==> config.mk <==
export PLATFORM = sky130hd
export DESIGN_NAME = abft_check_sequencer
export DESIGN_NICKNAME = d
export VERILOG_FILES = /design/src/rtl/abft_pkg.sv /design/src/rtl/abft_cyc_timer.sv /design/src/rtl/abft_check_sequencer.sv
export SDC_FILE = /design/constraint.sdc
export NUM_CORES = 1
export LEC_CHECK = 0
export CAP_MARGIN = 20
export CORE_MARGIN = 1
export CORE_UTILIZATION = 53
export DETAILED_ROUTE_END_ITERATION = 7
export PLACE_DENSITY = 0.77
export SYNTH_ARGS = -nofsm -noshare
export SYNTH_HDL_FRONTEND = slang
export SYNTH_HIERARCHICAL = 1
export SYNTH_SLANG_ARGS = --single-unit
==> constraint.sdc <==
create_clock -name clk -period 3.92 [get_ports clk]
set_input_delay 0.784 -clock clk [delete_from_list [all_inputs] [get_ports clk]]
set_output_delay 0.784 -clock clk [all_outputs]
set_load 0.05 [all_outputs]
==> src/rtl/abft_pkg.sv <==
// Shared definitions for the ABFT check sequencer: FSM state encoding,
// index/select/counter widths and a saturating increment helper.
package abft_pkg;

    typedef enum logic [2:0] {
        S_IDLE,
        S_CLEAR,
        S_LOAD,
        S_MCLR,
        S_MRUN,
        S_WAIT,
        S_NEXT,
        S_DONE
    } abft_seq_state_t;

    localparam int N_IDX  = 4;   // checksum indices checked per run
    localparam int SEL_W  = 2;   // width of each checksum select
    localparam int FCNT_W = 8;   // width of the host fault counter
    localparam int TMR_W  = 8;   // width of the shared cycle timer

    // Increment that sticks at all-ones instead of wrapping.
    function automatic logic [FCNT_W-1:0] sat_inc(input logic [FCNT_W-1:0] v);
        return (v == '1) ? v : v + FCNT_W'(1);
    endfunction

endpackage

==> src/rtl/abft_cyc_timer.sv <==
// Loadable down-counter used to time the LOAD, MRUN and WAIT phases.
// Ports:
//   clk, rst   clock and asynchronous active-low reset
//   load       reload the counter with load_val this edge
//   load_val   cycles-minus-one for the phase being entered
//   zero       high in the last cycle of the timed phase
module abft_cyc_timer
    import abft_pkg::*;
(
    input  logic             clk,
    input  logic             rst,
    input  logic             load,
    input  logic [TMR_W-1:0] load_val,
    output logic             zero
);

    logic [TMR_W-1:0] count;

    // NOTE: clocked state uses non-blocking assignments so every flop
    // samples pre-edge values regardless of process evaluation order.
    always_ff @(posedge clk or negedge rst) begin
        if (!rst) begin
            count <= '0;
        end else if (load) begin
            count <= load_val;
        end else if (count != '0) begin
            count <= count - TMR_W'(1);
        end
    end

    assign zero = (count == '0);

endmodule

==> src/rtl/abft_check_sequencer.sv <==
// Sequencing controller for the ABFT checker datapath. Runs the bulk
// accumulators for LOAD_CYC cycles, then for each of four checksum indices
// clears and runs the MAC for CHECK_CYC cycles, waits ERR_LAT cycles and
// samples err_in into fault_map[k].
// Ports:
//   clk, rst                 clock, asynchronous active-low reset
//   start, abort, clr_cnt    host controls (abort has top priority)
//   err_in                   datapath mismatch flag
//   dp_run, dp_mac_run       datapath run/clear strobes (0 clears)
//   sel_c, sel_r, sel_p      checksum selects, equal to k during checks
//   busy, done               status; done is a one-cycle pulse
//   fault_map, fault_any     per-index mismatch map and its OR
//   fault_cnt                saturating mismatch count across runs
module abft_check_sequencer
    import abft_pkg::*;
#(
    parameter int unsigned LOAD_CYC  = 16,
    parameter int unsigned CHECK_CYC = 4,
    parameter int unsigned ERR_LAT   = 2
) (
    input  logic              clk,
    input  logic              rst,
    input  logic              start,
    input  logic              abort,
    input  logic              clr_cnt,
    input  logic              err_in,
    output logic              dp_run,
    output logic              dp_mac_run,
    output logic [SEL_W-1:0]  sel_c,
    output logic [SEL_W-1:0]  sel_r,
    output logic [SEL_W-1:0]  sel_p,
    output logic              busy,
    output logic              done,
    output logic [N_IDX-1:0]  fault_map,
    output logic              fault_any,
    output logic [FCNT_W-1:0] fault_cnt
);

    abft_seq_state_t   state_q, state_d;
    logic [SEL_W-1:0]  k_q, k_d;
    logic              tmr_zero, tmr_load;
    logic [TMR_W-1:0]  tmr_val;
    logic              sample, start_ok;
    logic [N_IDX-1:0]  map_d;
    logic [FCNT_W-1:0] cnt_d;
    logic              chk_d;

    abft_cyc_timer u_timer (
        .clk      (clk),
        .rst      (rst),
        .load     (tmr_load),
        .load_val (tmr_val),
        .zero     (tmr_zero)
    );

    // NOTE: every signal written here gets a default first, so no path
    // through the case leaves one unassigned and no latch is inferred.
    always_comb begin
        state_d  = state_q;
        k_d      = k_q;
        sample   = 1'b0;
        start_ok = 1'b0;
        case (state_q)
            S_IDLE:  if (start) begin
                         state_d  = S_CLEAR;
                         start_ok = 1'b1;
                     end
            S_CLEAR: state_d = S_LOAD;
            S_LOAD:  if (tmr_zero) begin
                         state_d = S_MCLR;
                         k_d     = '0;
                     end
            S_MCLR:  state_d = S_MRUN;
            S_MRUN:  if (tmr_zero) state_d = S_WAIT;
            S_WAIT:  if (tmr_zero) begin
                         state_d = S_NEXT;
                         sample  = 1'b1;
                     end
            S_NEXT:  if (k_q == SEL_W'(N_IDX - 1)) begin
                         state_d = S_DONE;
                     end else begin
                         state_d = S_MCLR;
                         k_d     = k_q + SEL_W'(1);
                     end
            S_DONE:  state_d = S_IDLE;
            default: state_d = S_IDLE;
        endcase
        // Abort overrides every transition, including a pending sample.
        if (abort) begin
            state_d  = S_IDLE;
            k_d      = '0;
            sample   = 1'b0;
            start_ok = 1'b0;
        end
    end

    // Timer is reloaded on each state entry with the new phase length.
    always_comb begin
        tmr_load = (state_d != state_q);
        case (state_d)
            S_LOAD:  tmr_val = TMR_W'(LOAD_CYC - 1);
            S_MRUN:  tmr_val = TMR_W'(CHECK_CYC - 1);
            S_WAIT:  tmr_val = TMR_W'(ERR_LAT - 1);
            default: tmr_val = '0;
        endcase
    end

    always_comb begin
        map_d = fault_map;
        cnt_d = fault_cnt;
        if (start_ok) map_d = '0;
        if (sample) begin
            map_d[k_q] = err_in;
            if (err_in) cnt_d = sat_inc(fault_cnt);
        end
        if (clr_cnt) cnt_d = '0;
        chk_d = (state_d inside {S_MCLR, S_MRUN, S_WAIT, S_NEXT});
    end

    // Outputs are registered from the next-state decode so they line up
    // with the state they describe while staying flop-driven.
    always_ff @(posedge clk or negedge rst) begin
        if (!rst) begin
            state_q    <= S_IDLE;
            k_q        <= '0;
            dp_run     <= 1'b0;
            dp_mac_run <= 1'b0;
            sel_c      <= '0;
            sel_r      <= '0;
            sel_p      <= '0;
            busy       <= 1'b0;
            done       <= 1'b0;
            fault_map  <= '0;
            fault_any  <= 1'b0;
            fault_cnt  <= '0;
        end else begin
            state_q    <= state_d;
            k_q        <= k_d;
            dp_run     <= !(state_d inside {S_IDLE, S_CLEAR});
            dp_mac_run <= (state_d inside {S_MRUN, S_WAIT, S_NEXT});
            sel_c      <= chk_d ? k_d : '0;
            sel_r      <= chk_d ? k_d : '0;
            sel_p      <= chk_d ? k_d : '0;
            busy       <= (state_d != S_IDLE);
            done       <= (state_d == S_DONE);
            fault_map  <= map_d;
            fault_any  <= |map_d;
            fault_cnt  <= cnt_d;
        end
    end

endmodule

# Word-level counts from Yosys, hierarchy flattened
# Cells that the tools add are included.
dict set report word_totals {
  ff_bits 32
  inputBits 6
  elab_cells 79
}
dict set report op_classes {
  n_addsub 3
  magnitude_cmp 2
  n_eq_ne 18
  n_mux 30
  reduce_logical 15
}
# cell n
set ops {}
lappend ops {{2-to-1 mux 8 bit} 6}
lappend ops {{equality test 3 bit (second input constant)} 8}
lappend ops {{one-hot mux 3 bit (8 select lines)} 1}
lappend ops {{2-to-1 mux 3 bit} 6}
lappend ops {{equality test 3 x 2 -> 1 bit (second input constant)} 4}
lappend ops {{one-hot mux 4 bit (3 select lines)} 1}
lappend ops {{adder 8 x 1 -> 8 bit (second input constant)} 1}
lappend ops {{equality test 8 bit (second input constant)} 1}
lappend ops {{logical NOT 8 bit} 1}
lappend ops {{2-to-1 mux 2 bit} 4}
lappend ops {{2-to-1 mux 4 bit} 2}
lappend ops {{nonzero test 2 bit} 4}
lappend ops {{nonzero test 8 bit} 1}
lappend ops {{subtractor 8 x 1 -> 8 bit (second input constant)} 1}
lappend ops {{2-to-1 mux 1 bit} 7}
lappend ops {{equality test 3 x 1 -> 1 bit (second input constant)} 2}
lappend ops {{logical NOT 3 bit} 2}
lappend ops {{nonzero test 3 bit} 2}
lappend ops {{bitwise mux 4 bit} 1}
lappend ops {{one-hot mux 2 bit (2 select lines)} 1}
lappend ops {{nonzero test 4 bit} 1}
lappend ops {{OR reduction 4 bit} 1}
lappend ops {{less-than comparator 2 x 3 -> 1 bit (second input constant)} 1}
lappend ops {{inequality test 3 bit} 1}
lappend ops {{8 further kinds} 8}

# Depth between registers and ports, before layout
dict set report logic_depth {
  depth_word 7
  ltp_mapped 12
  ltp_nobuf 11
}

# Cells and area by module
# The synthesis kept the hierarchy.
# mod n_inst cells_each area_each_um2 seq_area_each_um2
set by_module_without_submodules {}
lappend by_module_without_submodules {abft_check_sequencer 1 139 1341.3 600.6}
lappend by_module_without_submodules {abft_cyc_timer 1 54 476.7 200.2}

# Worst setup path after synthesis
# No wires, ideal clock.
dict set report synth_timing {
  kind {reg2reg}
  start {reg u_timer.count[0]}
  end {reg fault_any}
  setup_time_ps 139
  arrival_time_ps 2623
  path_slack_ps 1158
  path_stages_with_launch 10
  path_buffers 1
  path_cell_list {dfrtp_1 inv_1 ha_1 or3b_1 clkbuf_2 nor2_1 nand4b_2 nor4b_2 mux2i_1 or4_1}
}
dict set report synth_via {
  elab_chain_len 6
}
# element line
set synth_lines {}
lappend synth_lines {{from (decl)} abft_cyc_timer.sv:17} ;# logic [TMR_W-1:0] count;
lappend synth_lines {{from (signal assigned)} abft_cyc_timer.sv:25} ;# count <= load_val;
lappend synth_lines {{from (signal assigned)} abft_cyc_timer.sv:27} ;# count <= count - TMR_W'(1);
lappend synth_lines {{logical NOT 8 bit} abft_cyc_timer.sv:31} ;# assign zero = (count == '0);
lappend synth_lines {{via tmr_zero} abft_check_sequencer.sv:41} ;# logic tmr_zero, tmr_load;
lappend synth_lines {{2-to-1 mux 1 bit} abft_check_sequencer.sv:75} ;# S_WAIT: if (tmr_zero) begin
lappend synth_lines {{2-to-1 mux 1 bit} abft_check_sequencer.sv:63} ;# case (state_q)
lappend synth_lines {{2-to-1 mux 1 bit} abft_check_sequencer.sv:89} ;# if (abort) begin
lappend synth_lines {{2-to-1 mux 4 bit} abft_check_sequencer.sv:112} ;# if (sample) begin
lappend synth_lines {{via map_d[2]} abft_check_sequencer.sv:44} ;# logic [N_IDX-1:0] map_d;
lappend synth_lines {{OR reduction 4 bit} abft_check_sequencer.sv:147} ;# fault_any <= |map_d;
lappend synth_lines {{to (signal assigned)} abft_check_sequencer.sv:147}
lappend synth_lines {{to (decl)} abft_check_sequencer.sv:35} ;# output logic fault_any,
# The timed path passes the listed nets, and every way through them passes these cells.
# A chain may end at the register's enable or synchronous reset.

# Worst setup path in the final report
dict set report layout_timing {
  start {reg u_timer.count[0]}
  end {reg fault_cnt[7]}
}
dict set report layout_via {
  elab_chain_len 6
}
# element line
set layout_lines {}
lappend layout_lines {{logical NOT 8 bit} abft_cyc_timer.sv:31}
lappend layout_lines {{via tmr_zero} abft_check_sequencer.sv:41}
lappend layout_lines {{2-to-1 mux 1 bit} abft_check_sequencer.sv:75}
lappend layout_lines {{2-to-1 mux 1 bit} abft_check_sequencer.sv:63}
lappend layout_lines {{2-to-1 mux 1 bit} abft_check_sequencer.sv:89}
lappend layout_lines {{nonzero test 2 bit (no source line)} -}
lappend layout_lines {{AND reduction 3 bit (no source line)} -}
lappend layout_lines {{to (signal assigned)} abft_check_sequencer.sv:148} ;# fault_cnt <= cnt_d;
lappend layout_lines {{to (decl)} abft_check_sequencer.sv:36} ;# output logic [FCNT_W-1:0] fault_cnt
# The timed path passes the listed nets, and every way through them passes these cells.

==> flow_summary.yaml <==
global_routing:
  grt_antenna_before_repair: 0
  grt_pass1_vias: 1460
  overflow: 0
  grt.total_usage_pct: 24.22
  grt_max_degree: 33
  grt_pass1_wl_mm: 6.472
cells_and_area:
  fin_nets: 228
  final_util_pct: 68.10
  drive_gt1_share_pct: 5.455
  insertedDiodeCount: 0
  fin_area_mm2: 0.002147
  area_growth_pct: 18.10
  stdcell_count: 264
timing:
  fin_crit_sh_pct: 80.33
  slew_violations: 0
  skew_ns: 0.01086
  rsz0062_at_grt: "false"
  layout_min_cycle_time_ns: 3.149
  setup_viol_count_final: 0
  hold_viol: 0
  max_freq_mhz: 317.6
  tightest_slew_ns: 0.9059
  fin_tns_setup_ns: 0
  final.setup.worst_slack_ns: 0.7709
  relSlewSlack_pct: 39.55
power_and_ir_drop:
  power.leakage_nw: 0.8853
  ir_worst_vdd_mv: 0.3043
  p_per_area_mw_per_mm2: 376.2
yosys:
  synth_common_cells: "dfrtp_1 (32), a21oi_1 (13), nor2_1 (11), o21ai_0 (11)"
  synth-xor-area-share_pct: 0.9635
  netlist_area_mm2: 0.001818
  yosysMostFrequentCell: "dfrtp_1"
  ys_warn_count: 6
  synth_area_per_cell_um2: 9.420
  synth_flop_cell: "dfrtp_1"
  synth_edf_count: 0
  yosys.area.top_type: "dfrtp_1"
  synth_simple_gate_area_share_pct: 25.05
  yosysUniqueCellTypes: 57
  synth-seq-cells: 32
  async_flop_share_pct: 100.0
  syn_inst: 193
  synthMuxAreaShare_pct: 3.304
  synthTopCellsByArea: "dfrtp_1 (44%), a21oi_1 (3.6%), mux2i_1 (3.3%)"
  synthAdderAreaFrac_pct: 1.376
  ys_seq_area_share_pct: 44.05
  synth_top_family_by_area: "simple AND/OR/NAND/NOR gates"
  synth-compound-area-share_pct: 18.65
  netlist.area_leader.share_pct: 44.05
critical_path:
  worstSetupPathType: "register to register"
  path_cells: "inv_1 -> ha_1 -> or3b_1 -> nor2_1 -> buf_4 -> and4b_1 -> o2111ai_1 -> or4_1 -> a21oi_1"
  cp-start-kind: "register"
  worstPathArrival_ns: 3.40
  critical_path.max_stage_delay_ns: 0.62
  end_kind: "register"
  worst_path_dominant_cell_family: "simple AND/OR/NAND/NOR gates"
  required_ns: 4.17
  cp.buffers_inverters: 2
  critPathSlowestCell: "or4_1"
  crit_fanout: 12
floorplan:
  rows: 20
  io_pins: 29
  dieArea_mm2: 0.003668
  core-area_mm2: 0.003153
  initial_core_util_pct: 57.66
  dieHeight_um: 60.57
  die_w_um: 60.57
drt:
  vias_per_cell: 5.958
  drtAntennaViolNets: 0
  drt-initial-drc-count: 107
  wl_per_cell_um: 14.74
  route.detailed.drc: 0
  first_pass_iters: 4
  drt-total-wl_mm: 3.892
  vias: 1573
clocking:
  htree_levels: 2
  clock-sinks: 32
  clock_path_buffers: 2
  cts.clk_slew.worst_paths_ns: 0.10
  insertion_delay_ns: 0.33
  cts_tree: "yes"
  postCtsHoldBufs: 0
  cts_made_buffers: 5
  cts_resized: 0
  cts_root_buf: "clkbuf_4"
  post_cts_buffers: 0
placed_design:
  dp_cells: 257
  gp_congestion: 0.8806
  portBuffers: 28
  dp_hpwl_mm: 2.844
  place_ws_ns: 0.7031
  dpl-instance-area_mm2: 0.002101
run:
  drv_cap: 0
run_status:
  status: "complete, no violations"
min_path:
  min-delay-path-class: "register to register"
through the flow:
stage	hold slack [ns]	power (W)
2_1_floorplan	0.4884	0.0005831
3_3_place_gp	0.5541	0.0006296
3_5_place_dp	0.5706	0.0006424
4_1_cts	0.5828	0.0008091
5_1_grt	0.6182	0.0008583
6_report	0.5801	0.0008077
state kept, by name, summed over array words and instances (netlist names):
register and cells:
fault_cnt 8, u_timer/count 8, fault_map 4, state_q 3, k_q 2, sel_p 2, busy 1, done 1
dp_mac_run 1, dp_run 1, fault_any 1
cell type report:
class / count / area, µm²
clock buffer: 6 / 41.29
clock inverter: 1 / 5.005
tap: 44 / 55.05
timing repair buffer: 30 / 295.3
multi-input combinational: 141 / 912.1
sequential: 32 / 800.8
fill: 286 / 1006
inverter: 10 / 37.54
routing by layer:
layer / GRT usage (%) / wire length [µm]
met1: 32.37 / 1749
met2: 38.30 / 1848
met5: 0 / 0
met4: 8.766 / 42
met3: 6.183 / 252
cells by family (layout without fill, tap and decap cells):
| group | Yosys count | in the layout |
|---|---|---|
| AO/OA/AOI/OAI | 53 | 53 |
| XOR/XNOR | 2 | 2 |
| adder cells (fa/ha/maj) | 2 | 2 |
| buffers and inverters | 23 | 47 |
| flip-flops | 32 | 32 |
| multiplexers | 6 | 6 |
| other | 1 | 4 |
| AND/OR/NAND/NOR | 74 | 74 |
cells in the final DEF, fill, tap and decap left out, types with 2 or more instances in the layout:
master / count
nand4_1: 5
buf_4: 2
nor3_1: 5
inv_1: 10
o31ai_1: 5
dfrtp_1: 32
ha_1: 2
clkdlybuf4s50_1: 28
a211o_1: 2
o21ai_0: 11
mux2i_1: 6
nor2_1: 11
and3b_1: 2
or3_1: 4
a21boi_0: 3
a21oi_1: 13
or3b_1: 3
conb_1: 4
nand3_1: 7
nor4_1: 5
nor2b_1: 3
nand2b_1: 4
o21ai_1: 4
or4_1: 5
nand2_1: 10
clkbuf_4: 5
worst reg2reg max path, cell delays in order (launching register included):
cell and delay, ns:
dfrtp_1 0.43, inv_1 0.09, ha_1 0.23, or3b_1 0.49, nor2_1 0.25, buf_4 0.21
and4b_1 0.20, o2111ai_1 0.43, or4_1 0.62, a21oi_1 0.16
where the power goes:
group	internal [W]	leakage (nW)	switching (W)
sequential	0.000369	0.429	0.0000595
clock	0.0000659	0.0281	0.0000996
combinational	0.0000894	0.428	0.000125
total	0.000524	0.885	0.000284
path summary, 6_finish.rpt:
check	startpoint	to	slack, ns	cells past startpoint
worst max-delay path	u_timer/count[0]	fault_cnt[7]	0.77	9
worst min-delay path	fault_map[3]	fault_map[3]	0.58	2
worst max register to register	u_timer/count[0]	fault_cnt[7]	0.77	9
worst min register to register	fault_map[3]	fault_map[3]	0.58	2
max in group asynchronous	rst	u_timer/count[3]	2.79	2
min in group asynchronous	rst	fault_cnt[4]	0.84	2
Power figures use the tool's default switching activity.
